**config.mk**
```make
export PLATFORM = sky130hd
export DESIGN_NAME = demux_1to8_flat
export DESIGN_NICKNAME = d
export VERILOG_FILES = /design/src/rtl/demux_1to8_if.sv /design/src/rtl/demux_1to8.sv /design/src/flat_wrapper.sv
export SDC_FILE = /design/constraint.sdc
export NUM_CORES = 1
export LEC_CHECK = 0
export ABC_AREA = 1
export BUFFER_PORTS_ARGS = -buffer_cell sky130_fd_sc_hd__buf_2
export CAP_MARGIN = 20
export CORE_MARGIN = 4
export CORE_UTILIZATION = 51
export DETAILED_ROUTE_END_ITERATION = 7
export PLACE_DENSITY_LB_ADDON = 0.08
export SLEW_MARGIN = 20
export SYNTH_ARGS = -nofsm -noshare
export SYNTH_HDL_FRONTEND = slang
export SYNTH_SLANG_ARGS = --single-unit
```
**constraint.sdc**
```tcl
create_clock -name clk -period 1.25 [get_ports clk]
set_clock_uncertainty 0.15 [all_clocks]
set_input_delay 0.125 -clock clk [delete_from_list [all_inputs] [get_ports clk]]
set_output_delay 0.125 -clock clk [all_outputs]
set_load 0.1 [all_outputs]
```
**src/rtl/demux_1to8_if.sv**
```systemverilog
// Bus bundle for the 1-to-8 demultiplexer: producer-side input word and select,
// plus the registered lane outputs seen by the consumers.
interface demux_1to8_if #(
  parameter int WIDTH = 1
);
  logic [WIDTH-1:0]   in;
  logic [2:0]         sel;
  logic               en;
  logic [8*WIDTH-1:0] out;
  logic [7:0]         lane_onehot;
  logic               out_valid;

  // producer / testbench side
  modport master (
    output in, sel, en,
    input  out, lane_onehot, out_valid
  );

  // demultiplexer side
  modport slave (
    input  in, sel, en,
    output out, lane_onehot, out_valid
  );
endinterface

```
**src/rtl/demux_1to8.sv**
```systemverilog
// Registered 1-to-8 demultiplexer. The selected lane carries the input word one
// clock after it is sampled; all other lanes are zero. Everything leaving the
// block comes straight from flops, so lanes are glitch-free.
module demux_1to8 #(
  parameter int WIDTH = 1
) (
  input logic         clk,
  input logic         rst_n,
  demux_1to8_if.slave bus
);

  logic [8*WIDTH-1:0] out_nxt;
  logic [7:0]         onehot_nxt;

  // Next-cycle lane image: only the selected lane may be nonzero, and only when enabled.
  always_comb begin
    out_nxt    = '0;
    onehot_nxt = 8'h00;
    if (bus.en) begin
      out_nxt[bus.sel*WIDTH +: WIDTH] = bus.in;
      onehot_nxt                      = 8'h01 << bus.sel;
    end
  end

  // Output registers; a disabled cycle clears the route rather than holding it.
  always_ff @(posedge clk or negedge rst_n) begin
    if (!rst_n) begin
      bus.out         <= '0;
      bus.lane_onehot <= 8'h00;
      bus.out_valid   <= 1'b0;
    end else begin
      bus.out         <= out_nxt;
      bus.lane_onehot <= onehot_nxt;
      bus.out_valid   <= bus.en;
    end
  end

endmodule

```
**src/flat_wrapper.sv**
```systemverilog
// flat-port wrapper written by rule: the top's interface ports become plain ports
module demux_1to8_flat 
#(
  parameter int WIDTH = 1
)
  (clk, rst_n, bus_in, bus_sel, bus_en, bus_out, bus_lane_onehot, bus_out_valid);
  demux_1to8_if #(.WIDTH(WIDTH)) bus_i ();
  input logic clk;
  input logic rst_n;
  input wire logic [$bits(bus_i.in)-1:0] bus_in;
  input wire logic [$bits(bus_i.sel)-1:0] bus_sel;
  input wire logic [$bits(bus_i.en)-1:0] bus_en;
  output wire logic [$bits(bus_i.out)-1:0] bus_out;
  output wire logic [$bits(bus_i.lane_onehot)-1:0] bus_lane_onehot;
  output wire logic [$bits(bus_i.out_valid)-1:0] bus_out_valid;
  assign bus_i.in = bus_in;
  assign bus_i.sel = bus_sel;
  assign bus_i.en = bus_en;
  assign bus_out = bus_i.out;
  assign bus_lane_onehot = bus_i.lane_onehot;
  assign bus_out_valid = bus_i.out_valid;
  demux_1to8 #(.WIDTH(WIDTH)) u_core (.clk(clk), .rst_n(rst_n), .bus(bus_i));
endmodule
```
# [Yosys cells after proc, flatten, opt, wreduce, memory -nomap -nowiden]
# Index checks and enable logic that the tools add are counted.
[totals] out_inout_bits=17 input_bits=7 word_cells=10 register_bits=17
[op_classes] n_addsub=1 bitwise_logic=1 shifts=3 muxes=2
[op_table] cell="$neg A3 Y34" n=1
[op_table] cell="$shift A1 B34 Y8 const A" n=1
[op_table] cell="$shiftx A1 B34 Y8" n=1
[op_table] cell="$mux W8" n=2
[op_table] cell="$and A8 B8 Y8" n=1
[op_table] cell="$shl A1 B3 Y8 const A" n=1

# [Depth between registers and ports, before layout]
# Gate-level depths: netlist (run 1).
[depth] depth_word=4 ltp_mapped=7

# [Worst setup path after synthesis (run 1)]
# Ideal clock, no wire load.
[synth_timing] path_type="input to register" start="in bus_sel[0]" end="reg u_core.bus.out[0]" t_required_ns=1.031 setup_slack_ns=0.017 t_arrival_ns=1.014 stages=6 path_buffers=0 cell_sequence="inv_2 -> ha_1 -> ha_1 -> nor2_4 -> nand3b_1 -> nor2_2"
[synth_via] elab_chain_cells=4 elab_cells_between_ends=5 classes_between="add/sub: 1; shift: 2; mux: 1; bitwise: 1"
[synth_rtl] item="start, declared" line="flat_wrapper.sv:11" text="input wire logic [$bits(bus_i.sel)-1:0] bus_sel;"
[synth_rtl] item="$neg A3 Y34 *" line="demux_1to8.sv:20" text="out_nxt[bus.sel*WIDTH +: WIDTH] = bus.in;"
[synth_rtl] item="$shiftx A1 B34 Y8 / $shift A1 B34 Y8 (equally long branches)" line="demux_1to8.sv:20"
[synth_rtl] item="$and A8 B8 Y8 (no source line) *"
[synth_rtl] item="$mux W8 *" line="demux_1to8.sv:19" text="if (bus.en) begin"
[synth_rtl] item="net u_core.out_nxt[0]" line="demux_1to8.sv:12" text="logic [8*WIDTH-1:0] out_nxt;"
[synth_rtl] item="end signal, assigned" line="demux_1to8.sv:32" text="bus.out <= out_nxt;"
[synth_rtl] item="end, declared" line="demux_1to8_if.sv:22" text="output out, lane_onehot, out_valid"
# Mark *: on every way through the listed nets, which the timed path passes. The rest lies on a longest branch.

# [Final worst setup path (run 1)]
[layout_timing] start="reg u_core.bus.out[2]" end="out bus_out[2]"
[layout_lines] item="end, declared" line="flat_wrapper.sv:13" text="output wire logic [$bits(bus_i.out)-1:0] bus_out;"
# No word-level cell between the ends.

==> summary.md, run 1 <==
| Metric | Value |
|---|---|
| Area growth, synth to finish | 68.2% |
| Drt first-iter violations | 21 |
| Slew HR | 74.3% |
| Final period util | 97.1% |
| Unrepaired setup endpoints after global routing | false |
| Avg WL per Cell | 19.9 µm |
| Synth Register Bits | 17 |
| Synth cell count leaders | dfrtp_1, nor2_1, inv_1 |
| Hold Fails Final Rpt | 0 |
| Max-Cap Viols | 0 |
| Routed vias/inst | 5.60 |
| Gr usage total | 27.5% |
| RePlAce Congestion | 0.891 |
| Starting density of the core | 55.3% |
| FF+latch area | 425 µm² |
| Slowest stage delay, CP | 440 ps |
| Routed WL | 2410 µm |
| Number of global-route vias before repair | 750 |
| Fmax | 824 MHz |
| Placeable Area | 0.00132 mm² |
| Slowest-stage cell, CP | dfrtp_1 |
| Kind of cell adding the most delay to the critical path | flip-flops |
| CP Max Fanout | 1 |
| Placed cells | 114 |
| Most used DFF post-synth | dfrtp_1 |
| CP arrival | 940 ps |
| P per Cell Area | 960 mW/mm² |
| Fin. max-slew vios | 0 |
| Worst Hold Class | primary input to flip-flop |
| Die Height | 45.8 µm |
| IO Pins | 24 |
| Static Leakage | 0.624 nW |
| Cells after Synth | 71 |
| Synth Cell Area | 728 µm² |
| CTS tree | done |
| IO Port Bufs | 23 |
| Largest net degree at the start of global routing | 18 |
| Leading area contributor after synthesis | dfrtp_1 |
| Area of the multi-input gates | 267 µm² |
| First-pass GRT wire length | 3740 µm |
| Hold Crit Start | bus_sel[2] |
| H-tree Lvls | 1 |
| CP cell instances | buf_12 |
| Share of layout cells above drive strength 1 | 36.8% |
| Hold depth | 3 |
| GR met2 Demand/Resource | 49.9% |
| CP startpoint kind | flip-flop |
| Endpoints failing setup | 0 |
| Final WS setup | 35.7 ps |
| Hold Slack | 8.98 ps |
| Post-synthesis sequential area ratio | 58.4% |
| Clock Path Buffers | 2 |
| GRT met3 Usage | 5.93% |
| CP Data Required Time | 980 ps |
| Fin area | 0.00122 mm² |
| Post-route ant nets | 0 |
| Non-filler cells, final | 121 |
| Run status | finished clean |
| # fillers | 41 |
| DRC | 0 |
| Final cell utilization of the core | 93.0% |
| Clk sink count | 17 |
| Worst-Margin Slew | 386 ps |
| Full die area | 0.00210 mm² |
| Busiest metal layer after global routing | met2 |
| Place WS | -208 ps |
| Std cell rows | 13 |
| Crit Path Category | flip-flop to output pin |
| Met1 Usage GRT | 28.1% |
| Root Buffer | clkbuf_4 |
| Total CTS buffers | 3 |
| Placed cell area | 0.00115 mm² |
| Most common cell in the netlist | dfrtp_1 |
| Diode count | 0 |
| Count of different cell masters after synthesis | 13 |
| Drt first pass iters | 4 |
| Ys async rst share | 100% |
| Nets | 121 |
| Final min period | 1210 ps |
| Post-Syn Nets | 85 |
| Synthesis Warnings | 0 |
| Hold Crit Endpoint | u_core.bus.lane_onehot[5] |
| Post-DP HPWL | 1420 µm |
| Top cell type's share of synthesized area | 58.4% |
| Reg clk slew, reported paths | 120 ps |
| Ranking of synthesized cells by area | dfrtp_1, ha_1, nor2_1 |
| Setup crit end kind | output pin |
| EDFF count, synth | 0 |
| Vias | 677 |
| Die width | 45.8 µm |
| Synth Area per Inst | 10.3 µm² |
| Initial antenna violation count | 0 |
| Bufs and invs on worst path | 1 |
| Total gr overflow | 0 |
| Post-CTS Setup Inserts | 0 |
| VDD IR max | 0.000733 V |
[flip-flops by register name (all words and copies together) (netlist names)]
name / cells
u_core.bus.out: 8
u_core.bus.out_valid: 1
u_core.bus.lane_onehot: 8
[per-layer routing]
metal,part of all wire (%),wire length [µm]
met2,54,1310
met3,8.1,195
met1,33,792
met4,4.8,115
met5,0,0
[worst max path at each step]
stage,startpoint,to,slack [ps],cells past startpoint
final,u_core.bus.out[2],bus_out[2],40,1
after global routing,u_core.bus.out[2],bus_out[2],20,1
after CTS,u_core.bus.out[2],bus_out[2],50,1
after detailed placement,bus_sel[0],u_core.bus.out[4],-210,8
after global placement,bus_sel[1],u_core.bus.out[6],-90,7
after floorplan,bus_sel[0],u_core.bus.out[0],20,6
[layout by cell type, fill, tap and decap left out, types with 2 or more instances in the layout]
master / count
clkbuf_4: 3
nand3_1: 3
buf_4: 5
dfrtp_1: 17
nand4_1: 3
nand2_1: 8
buf_12: 17
nor2_1: 15
ha_1: 6
dlygate4sd3_1: 3
buf_2: 6
inv_2: 2
inv_1: 11
[cells by family (layout without fill, tap and decap cells)]
logic type | Yosys count | count (layout) | share of synthesized area [%]
fa+ha+maj | 7 | 7 | 12.0
buf+inv | 13 | 48 | 6.70
flops | 17 | 17 | 58.4
simple gates | 34 | 34 | 22.9
[per-stage QoR]
stage | power, mW | TNS (ps)
after floorplan | 0.718 | 0
after CTS | 1.15 | 0
after global routing | 1.20 | 0
final | 1.18 | 0
after detailed placement | 0.838 | -1290
after global placement | 0.824 | -529
[report_power, final]
part           leakage, nW  internal [mW]  switching, mW
registers            0.233          0.561         0.0101
logic                0.373         0.0973          0.185
clock network       0.0177          0.120          0.202
total                0.624          0.778          0.397
[cell type report]
cell class / instances / area share [%]
clock buffer: 3 / 1.84
clock inverter: 1 / 0.409
multi-input combinational: 41 / 21.8
timing repair buffer: 31 / 35.8
inverter: 13 / 3.98
tap: 15 / 1.53
sequential: 17 / 34.7
[repair_timing]
action,CTS,global route
hold endpoints to repair,23,0
resized for setup,0,1
hold buffers,3,0
endpoints found under the setup margin,0,1
(Power assumes the default switching activity.)
==> run 2: changes to the inputs <==
==> constraint.sdc (replaced) <==
create_clock -name clk -period 1.25 [get_ports clk]
set_clock_uncertainty 0.15 [all_clocks]
set_input_delay 0.0625 -clock clk [delete_from_list [all_inputs] [get_ports clk]]
set_output_delay 0.0625 -clock clk [all_outputs]
set_load 0.1 [all_outputs]
==> run 2 against run 1 <==
- hold slack gained 7.2 ps
- final cell count grew 1.7%
- setup slack gained 39 ps
- design area grew 0.61%
- core utilization grew 0.57 points
- first-iteration DRC count shrank 19%
- largest cell class unchanged
==> summary.md, run 2 (synthesized netlist as in run 1, its figures left out) <==
| Metric | Value |
|---|---|
| Run status | finished clean (unchanged) |
| H-tree Lvls | 1 (unchanged) |
| P per Cell Area | 949 mW/mm² (was 960 mW/mm²) |
| Place WS | -146 ps (was -208 ps) |
| Die width | 45.8 µm (unchanged) |
| First-pass GRT wire length | 3910 µm (was 3740 µm) |
| RePlAce Congestion | 0.891 (unchanged) |
| Resize count post-CTS | 0 (unchanged) |
| Std cell rows | 13 (unchanged) |
| Uppermost layer routed | met4 (unchanged) |
| Initial antenna violation count | 0 (unchanged) |
| Max-Cap Viols | 0 (unchanged) |
| CP arrival | 1240 ps (was 940 ps) |
| Worst Hold Class | primary input to flip-flop (unchanged) |
| Metal2 WL | 1280 µm (was 1310 µm) |
| CP Data Required Time | 1320 ps (was 980 ps) |
| # fillers | 38 (was 41) |
| FF+latch area | 425 µm² (unchanged) |
| Post-route ant nets | 0 (unchanged) |
| Vias | 707 (was 677) |
| Crit Path Category | primary input to flip-flop (was flip-flop to output pin) |
| Share of layout cells above drive strength 1 | 35.2% (was 36.8%) |
| Endpoints failing setup | 0 (unchanged) |
| Most frequent cells in the layout | buf_12, dfrtp_1, nor2_1 (unchanged) |
| Final min period | 1180 ps (was 1210 ps) |
| Hold Fails Final Rpt | 0 (unchanged) |
| IO Port Bufs | 23 (unchanged) |
| Final WS setup | 74.9 ps (was 35.7 ps) |
| CP Max Fanout | 4 (was 1) |
| Nets | 123 (was 121) |
| Starting density of the core | 55.3% (unchanged) |
| Post-DP HPWL | 1420 µm (unchanged) |
| Regs by FF count | u_core.bus.lane_onehot: 8 flops, u_core.bus.out: 8 flops, u_core.bus.out_valid: 1 flops (unchanged) |
| Fmax | 851 MHz (was 824 MHz) |
| Static Leakage | 0.633 nW (was 0.624 nW) |
| Fin. max-slew vios | 0 (unchanged) |
| Placeable Area | 0.00132 mm² (unchanged) |
| Total gr overflow | 0 (unchanged) |
| Setup crit end kind | flip-flop (was output pin) |
| Reg clk slew, reported paths | 120 ps (about the same) |
| Post-CTS Setup Inserts | 0 (unchanged) |
| CP startpoint kind | primary input (was flip-flop) |
| Routed WL | 2460 µm (was 2410 µm) |
| DRC | 0 (unchanged) |
| Routed vias/inst | 5.75 (was 5.60) |
| Met1 wire length | 777 µm (was 792 µm) |
| Gr usage total | 29.0% (was 27.5%) |
| Clk sink count | 17 (unchanged) |
| Total CTS buffers | 3 (unchanged) |
| Number of global-route vias before repair | 769 (was 750) |
| IO Pins | 24 (unchanged) |
| Diode count | 0 (unchanged) |
| Full die area | 0.00210 mm² (unchanged) |
| Drt first-iter violations | 17 (was 21) |
| Area growth, synth to finish | 69.2% (was 68.2%) |
| Avg WL per Cell | 20.0 µm (was 19.9 µm) |
| Largest net degree at the start of global routing | 18 (unchanged) |
| Die Height | 45.8 µm (unchanged) |
| Slew HR | 73.9% (was 74.3%) |
| Clock Path Buffers | 2 (unchanged) |
| VDD IR max | 0.000722 V (was 0.000733 V) |
| WL met3 | 231 µm (was 195 µm) |
| Drt first pass iters | 4 (unchanged) |
| Overall Power | 1.17 mW (was 1.18 mW) |
| Root Buffer | clkbuf_4 (unchanged) |
| CTS Hold Bufs | 5 (was 3) |
| Worst-Margin Slew | 391 ps (was 386 ps) |
| Unrepaired setup endpoints after global routing | false (unchanged) |
| Final period util | 94.0% (was 97.1%) |
| Post-route setup TNS | 0 ps (unchanged) |
| CTS tree | done (unchanged) |
| Area of the multi-input gates | 254 µm² (was 267 µm²) |
[run 2: cell types whose count changed in the layout (fill, tap and decap cells not counted), sizes merged]
cell / previous run / this run
dlygate4sd3: 3 / 5
[run 2: cell type report]
class	instances	share of cell area, %
Clock buffer	3	1.83
Clock inverter	1	0.406
Inverter	13	3.96
Multi-Input combinational cell	41	20.6
Sequential cell	17	34.5
Tap cell	15	1.52
Timing Repair Buffer	33	37.2
[run 2: worst paths after layout]
| path | endpoint | depth (start not counted) | from | slack [ps] |
|---|---|---|---|---|
| setup / recovery | u_core.bus.out[6] | 6 | bus_sel[2] | 70 |
| min in group asynchronous | u_core.bus.out[2] | 2 | rst_n | 60 |
| max in group asynchronous | u_core.bus.lane_onehot[6] | 2 | rst_n | 600 |
| hold / removal | u_core.bus.lane_onehot[4] | 4 | bus_sel[2] | 20 |
[run 2: power by group]
part	leakage [nW]	total, mW	internal (mW)	switching [mW]
logic	0.382	0.281	0.0963	0.185
clock network	0.0177	0.318	0.120	0.198
registers	0.233	0.571	0.561	0.0101
total	0.633	1.17	0.777	0.393
[run 2: through the flow]
stage	cell area (µm²)	util [%]	instances	hold slack [ps]
after floorplan	728	-	71	-383
after global placement	1150	87.7	114	-161
after detailed placement	1150	87.7	114	-144
after CTS	1230	93.5	123	14.4
after global routing	1230	93.5	123	37.2
final	1230	93.5	123	16.2
[run 2: layer usage]
metal / vias up / track usage (%)
li1: 289 / -
met1: 335 / 28.9
met2: 62 / 51.5
met3: 21 / 7.51
met4: 0 / 19.9
met5: - / 0
[run 2: critical path, cell delays in order]
cell and delay, ps:
buf_2 120, dlygate4sd3_1 580, nor2_1 230, nand2_4 100, nand2_1 90, nor2_1 60
